[config.mk]
export PLATFORM = sky130hd
export DESIGN_NAME = coin_acceptor_flat
export DESIGN_NICKNAME = d
export VERILOG_FILES = /design/src/rtl/vending_pkg.sv /design/src/rtl/coin_acceptor_if.sv /design/src/rtl/sync_2ff.sv /design/src/rtl/coin_acceptor.sv /design/src/flat_wrapper.sv
export SDC_FILE = /design/constraint.sdc
export NUM_CORES = 1
export LEC_CHECK = 0
export CAP_MARGIN = 20
export CORE_UTILIZATION = 40
export CTS_CLUSTER_SIZE = 30
export DETAILED_ROUTE_END_ITERATION = 12
export PLACE_DENSITY_LB_ADDON = 0.1
export RECOVER_POWER = 100
export SYNTH_ARGS = -nofsm -noshare
export SYNTH_HDL_FRONTEND = slang
export SYNTH_SLANG_ARGS = --single-unit
[constraint.sdc]
create_clock -name clk -period 2.8 [get_ports clk]
set_input_delay 0.56 -clock clk [delete_from_list [all_inputs] [get_ports clk]]
set_output_delay 0.56 -clock clk [all_outputs]
set_load 0.005 [all_outputs]
[src/rtl/vending_pkg.sv]
// Shared vending types: coin codes, acceptor states and audit helpers.
// Used by coin_acceptor and the downstream vending FSM.
package vending_pkg;

  localparam int unsigned CODE_W  = 2;
  localparam int unsigned AUDIT_W = 16;

  typedef logic [CODE_W-1:0] coin_code_t;

  localparam coin_code_t COIN_NONE = 2'b00;
  localparam coin_code_t COIN_5    = 2'b01;
  localparam coin_code_t COIN_10   = 2'b10;

  typedef enum logic [2:0] {
    ST_IDLE     = 3'd0,
    ST_DEBOUNCE = 3'd1,
    ST_EMIT     = 3'd2,
    ST_RELEASE  = 3'd3,
    ST_JAM      = 3'd4
  } acc_state_e;

  typedef enum logic {
    SLOT_5  = 1'b0,
    SLOT_10 = 1'b1
  } coin_slot_e;

  // Synchronised sensor pair.
  typedef struct packed {
    logic s10;
    logic s5;
  } sns_t;

  function automatic coin_code_t slot_code(input coin_slot_e slot);
    return (slot == SLOT_10) ? COIN_10 : COIN_5;
  endfunction

  // Saturating add of the coin value to the audit accumulator.
  function automatic logic [AUDIT_W-1:0] audit_add(input logic [AUDIT_W-1:0] acc,
                                                    input coin_code_t        code);
    logic [AUDIT_W:0] sum;
    logic [AUDIT_W:0] inc;
    case (code)
      COIN_5:  inc = (AUDIT_W+1)'(5);
      COIN_10: inc = (AUDIT_W+1)'(10);
      default: inc = '0;
    endcase
    sum = {1'b0, acc} + inc;
    return sum[AUDIT_W] ? {AUDIT_W{1'b1}} : sum[AUDIT_W-1:0];
  endfunction

endpackage

[src/rtl/coin_acceptor_if.sv]
// Sensor/handshake bundle between the slot sensors, coin_acceptor and the vending FSM.
// audit_total exists only when COIN_AUDIT_EN is defined.
interface coin_acceptor_if;
  import vending_pkg::*;

  logic       sns_5;
  logic       sns_10;
  logic       accept_en;
  coin_code_t coin_code;
  logic       coin_reject;
  logic       jam;
`ifdef COIN_AUDIT_EN
  logic [AUDIT_W-1:0] audit_total;

  modport master (output sns_5, sns_10, accept_en,
                  input  coin_code, coin_reject, jam, audit_total);
  modport slave  (input  sns_5, sns_10, accept_en,
                  output coin_code, coin_reject, jam, audit_total);
`else
  modport master (output sns_5, sns_10, accept_en,
                  input  coin_code, coin_reject, jam);
  modport slave  (input  sns_5, sns_10, accept_en,
                  output coin_code, coin_reject, jam);
`endif
endinterface

[src/rtl/sync_2ff.sv]
// Two-flop synchroniser for one raw asynchronous sensor level.
module sync_2ff (
  input  logic clk,
  input  logic rst,
  input  logic d,
  output logic q
);

  logic meta_q;
  logic sync_q;

  always_ff @(posedge clk or posedge rst) begin
    if (rst) begin
      meta_q <= 1'b0;
      sync_q <= 1'b0;
    end else begin
      meta_q <= d;
      sync_q <= meta_q;
    end
  end

  assign q = sync_q;

endmodule

[src/rtl/coin_acceptor.sv]
// Coin slot acceptor: synchronise, debounce and classify Rs 5 / Rs 10 coins.
// Optional running coin total enabled by defining COIN_AUDIT_EN.
module coin_acceptor
  import vending_pkg::*;
#(
  parameter int unsigned DEBOUNCE_CYCLES = 4
) (
  input  logic            clk,
  input  logic            rst,
  coin_acceptor_if.slave  bus
);

  localparam int unsigned CNT_W = $clog2(DEBOUNCE_CYCLES + 1);
  localparam logic [CNT_W-1:0] CNT_MAX = CNT_W'(DEBOUNCE_CYCLES);
  localparam logic [CNT_W-1:0] CNT_ONE = CNT_W'(1);

  sns_t sns;

  sync_2ff u_sync_5 (
    .clk (clk),
    .rst (rst),
    .d   (bus.sns_5),
    .q   (sns.s5)
  );

  sync_2ff u_sync_10 (
    .clk (clk),
    .rst (rst),
    .d   (bus.sns_10),
    .q   (sns.s10)
  );

  acc_state_e       state_q, state_d;
  logic [CNT_W-1:0] cnt_q, cnt_d;
  coin_slot_e       slot_q, slot_d;
  coin_code_t       code_q, code_d;
  logic             reject_q, reject_d;
  logic             jam_q, jam_d;

  logic             latched_hi;
  logic             other_hi;
  logic             cnt_hit;

  // The counter is cleared whenever it reaches CNT_MAX, so it never wraps.
  always_comb begin
    state_d    = state_q;
    cnt_d      = cnt_q;
    slot_d     = slot_q;
    code_d     = COIN_NONE;
    reject_d   = 1'b0;
    latched_hi = (slot_q == SLOT_10) ? sns.s10 : sns.s5;
    other_hi   = (slot_q == SLOT_10) ? sns.s5  : sns.s10;
    cnt_hit    = ((cnt_q + CNT_ONE) == CNT_MAX);

    case (state_q)
      ST_IDLE: begin
        if (sns.s5 && sns.s10) begin
          state_d = ST_JAM;
          cnt_d   = '0;
        end else if (sns.s5 || sns.s10) begin
          state_d = ST_DEBOUNCE;
          slot_d  = sns.s10 ? SLOT_10 : SLOT_5;
          cnt_d   = CNT_ONE;
        end
      end

      ST_DEBOUNCE: begin
        if (other_hi) begin
          state_d = ST_JAM;
          cnt_d   = '0;
        end else if (!latched_hi) begin
          state_d = ST_IDLE;
          cnt_d   = '0;
        end else if (cnt_hit) begin
          state_d = ST_EMIT;
          cnt_d   = '0;
        end else begin
          cnt_d   = cnt_q + CNT_ONE;
        end
      end

      ST_EMIT: begin
        if (bus.accept_en) begin
          code_d   = slot_code(slot_q);
        end else begin
          reject_d = 1'b1;
        end
        state_d = ST_RELEASE;
        cnt_d   = '0;
      end

      // Both exits wait for a quiet slot; any high sample restarts the wait.
      ST_RELEASE, ST_JAM: begin
        if (sns.s5 || sns.s10) begin
          cnt_d   = '0;
        end else if (cnt_hit) begin
          state_d = ST_IDLE;
          cnt_d   = '0;
        end else begin
          cnt_d   = cnt_q + CNT_ONE;
        end
      end

      default: begin
        state_d = ST_IDLE;
        cnt_d   = '0;
      end
    endcase

    jam_d = (state_d == ST_JAM);
  end

  always_ff @(posedge clk or posedge rst) begin
    if (rst) begin
      state_q  <= ST_IDLE;
      cnt_q    <= '0;
      slot_q   <= SLOT_5;
      code_q   <= COIN_NONE;
      reject_q <= 1'b0;
      jam_q    <= 1'b0;
    end else begin
      state_q  <= state_d;
      cnt_q    <= cnt_d;
      slot_q   <= slot_d;
      code_q   <= code_d;
      reject_q <= reject_d;
      jam_q    <= jam_d;
    end
  end

  assign bus.coin_code   = code_q;
  assign bus.coin_reject = reject_q;
  assign bus.jam         = jam_q;

`ifdef COIN_AUDIT_EN
  logic [AUDIT_W-1:0] audit_q, audit_d;

  // Credited on the same edge that raises coin_code.
  always_comb begin
    audit_d = audit_add(audit_q, code_d);
  end

  always_ff @(posedge clk or posedge rst) begin
    if (rst) begin
      audit_q <= '0;
    end else begin
      audit_q <= audit_d;
    end
  end

  assign bus.audit_total = audit_q;
`endif

endmodule

[src/flat_wrapper.sv]
// flat-port wrapper written by rule: the top's interface ports become plain ports
module coin_acceptor_flat import vending_pkg::*;
#(
  parameter int unsigned DEBOUNCE_CYCLES = 4
)
  (clk, rst, bus_sns_5, bus_sns_10, bus_accept_en, bus_coin_code, bus_coin_reject, bus_jam);
  coin_acceptor_if bus_i ();
  input  logic clk;
  input  logic rst;
  input wire logic [$bits(bus_i.sns_5)-1:0] bus_sns_5;
  input wire logic [$bits(bus_i.sns_10)-1:0] bus_sns_10;
  input wire logic [$bits(bus_i.accept_en)-1:0] bus_accept_en;
  output wire logic [$bits(bus_i.coin_code)-1:0] bus_coin_code;
  output wire logic [$bits(bus_i.coin_reject)-1:0] bus_coin_reject;
  output wire logic [$bits(bus_i.jam)-1:0] bus_jam;
  assign bus_i.sns_5 = bus_sns_5;
  assign bus_i.sns_10 = bus_sns_10;
  assign bus_i.accept_en = bus_accept_en;
  assign bus_coin_code = bus_i.coin_code;
  assign bus_coin_reject = bus_i.coin_reject;
  assign bus_jam = bus_i.jam;
  coin_acceptor #(.DEBOUNCE_CYCLES(DEBOUNCE_CYCLES)) u_core (.clk(clk), .rst(rst), .bus(bus_i));
endmodule
==> results.txt <==
Gr usage total: 15.39%
WP data required: 3.02 ns
Util after Layout: 49.10%
CTS sink cnt: 15
Pin count of the biggest net entering global routing: 16
Vias post-DR: 556
Antenna violations before repair: 0
Status: finished, final reports clean
Unrepaired setup endpoints after global routing: false
Die Width: 45.43 µm
Root buffer cell: clkbuf_4
Power Density: 690.1 nW/µm²
Pins Over Slew Limit: 0
First-pass GRT wire length: 2.228 mm
Worst slew pin tran: 0.5560 ns
Clk buf depth: 2
Met1 usage: 19.75%
Post-synthesis adder-cell area fraction: 3.317%
Max Fclk: 0.5550 GHz
FF+latch count, synth: 15
Startpoint types: register
Worst-Skew Late Latency: 0.29 ns
Library cells used by synthesis: 28
Yosys top cell area share: 49.75%
Grt total ovfl: 0
Most Crowded Layer GR: met2
Dpl hpwl: 956.3 µm
Max-cap violations: 0
DRC Markers: 0
Die Area: 2064 µm²
Synthesis warning total: 0
Post-synthesis compound-gate area fraction: 16.58%
Final Setup Violations: 0
Post-synthesis mux area share: 0%
Largest family of logic cells by synthesized area: simple AND/OR/NAND/NOR gates
Lkg Pwr: 0.3756 nW
Vias in the first global route: 514
Routed WL: 1.258 mm
CP cell instances: nor4b_1 -> nand2_1 -> a21o_1 -> a2111oi_0 -> a221o_1
Cts repair resizes: 0
EDFF count, synth: 0
GR Util met3: 3.571%
Final Hold Violating Endpoints: 0
Met2 Track Usage GR: 24.29%
Port buffer count: 8
Die Span Y: 45.43 µm
Buffer and inverter count on the worst path: 0
Routed len/inst: 11.44 µm
Ys async rst share: 100.0%
Crit path max fanout: 13
Synthesized area: 754.5 µm²
Max H-tree Level: 1
Diodes inserted: 0
Synth Flop Type: dfrtp_1
XOR/XNOR Fraction of Synth Area: 1.161%
Share of cells above drive strength 1: 5.882%
Placeable Area: 1745 µm²
Register area share after synthesis: 49.75%
Top cells by area, synth: dfrtp_1 50%, nor2_1 5.5%, nor4b_2 4.0%
Syn avg cell area: 9.798 µm²
Worst IR drop on VDD: 0.0002993 V
Most frequent cell after synthesis: dfrtp_1
Syn_nets: 84
Slew headroom: 62.90%
Crit Path Class: reg -> reg
Element type at the critical path end: register
Synth top cells by count: 15 x dfrtp_1, 11 x nor2_1, 5 x a21oi_1, 5 x o21ai_0
CP arrival: 2.02 ns
Final Cycle Share: 64.35%
# fillers: 163
Area grow syn2layout: 13.60%
Clk slew on worst S/H paths: 0.10 ns
Tmin final: 1.802 ns
Row count: 15
IO Pins: 9
Setup TNS: 0 ns
Post-Syn Instances: 77
Min-delay worst type: reg -> reg
Num CTS Buffers: 3
CP max-delay cell: dfrtp_1
Leading area contributor after synthesis: dfrtp_1
Setup Skew: 0.01374 ns
Layout Nets: 93
Hold buffers post-CTS: 0
CTS tree: built
Drt via density: 5.055
Post-route ant nets: 0
Initial DRC count: 9
Simple-gate share of the synthesized area: 23.71%
Initial core utilization: 43.23%
First drt pass iteration count: 4
Routability congestion estimate: 0.7852
Crit-path leading delay family: compound AO/OA/AOI/OAI gates
Slowest Stage Delay on Critical Path: 0.60 ns
Post-CTS Setup Bufs: 0
[stage by stage]
step,cells,total power [mW],setup slack [ns],cell area (µm²),hold slack [ns]
floorplan,77,0.4446,1.345,754.5,0.3312
global placement,106,0.4747,1.183,839.6,0.3317
detailed placement,106,0.4797,1.138,839.6,0.3347
CTS,110,0.6088,1.097,869.6,0.3594
global route,110,0.6478,0.7255,857.1,0.3739
finish,110,0.5915,0.9981,857.1,0.3579
[report_power, final]
group / internal [mW] / switching (mW) / leakage (nW)
registers: 0.255 / 0.0646 / 0.190
clock network: 0.0543 / 0.0738 / 0.0139
logic: 0.0740 / 0.0694 / 0.172
[cells in the final DEF, fill, tap and decap left out, types with 2 or more instances in the layout]
master          n
nor3_1          2
ha_1            2
and3_1          2
o21a_1          2
o22ai_1         2
a21oi_1         5
clkbuf_4        3
nor2b_1         4
inv_1           4
nor2_1         11
nand2_1         4
dlygate4sd3_1   7
dfrtp_1        15
o21ai_0         5
[state kept, by name (all words and copies together) (netlist names)]
| register | cells |
|---|---|
| u_core.cnt_q | 3 |
| u_core.state_q | 3 |
| u_core.bus.coin_code | 2 |
| u_core.bus.coin_reject | 1 |
| u_core.bus.jam | 1 |
| u_core.slot_q | 1 |
| u_core.u_sync_10.meta_q | 1 |
| u_core.u_sync_10.q | 1 |
| u_core.u_sync_5.meta_q | 1 |
| u_core.u_sync_5.q | 1 |
[metal layers]
layer,wire length [µm],vias to the layer above,part of all wire [%]
li1,-,286,-
met1,587,250,47
met2,588,16,47
met3,57,4,4.5
met4,25,0,2.0
met5,0,-,0
[logic make-up after synthesis]
logic type               count (synthesis)
AND/OR/NAND/NOR                         32
AO/OA/AOI/OAI                           19
flip-flops                              15
buffers and inverters                    8
adder cells (fa/ha/maj)                  2
XOR/XNOR                                 1
[final cells by class]
| type | instances | area, µm² | share of cell area [%] |
|---|---|---|---|
| flip-flops and latches | 15 | 375.4 | 43.80 |
| multi-input cells | 54 | 325.3 | 37.96 |
| repair buffers | 8 | 80.08 | 9.343 |
| well taps | 25 | 31.28 | 3.650 |
| clock buffers | 3 | 22.52 | 2.628 |
| inverters | 4 | 15.01 | 1.752 |
| clock inverters | 1 | 7.507 | 0.8759 |
[worst register-to-register path: stages, from the launching register on]
cell       delay (ns)
dfrtp_1          0.60
nor4b_1          0.32
nand2_1          0.09
a21o_1           0.18
a2111oi_0        0.38
a221o_1          0.17
[worst paths after layout]
kind / startpoint / endpoint / slack, ns / cells after the start
worst max-delay path: u_core.u_sync_5.q / u_core.cnt_q[2] / 1.0 / 5
worst min-delay path: u_core.u_sync_5.meta_q / u_core.u_sync_5.q / 0.36 / 0
worst max register to register: u_core.u_sync_5.q / u_core.cnt_q[2] / 1.0 / 5
worst min register to register: u_core.u_sync_5.meta_q / u_core.u_sync_5.q / 0.36 / 0
max in group asynchronous: rst / u_core.cnt_q[2] / 1.68 / 2
min in group asynchronous: rst / u_core.u_sync_5.meta_q / 0.74 / 2
Power figures use the tool's default switching activity.
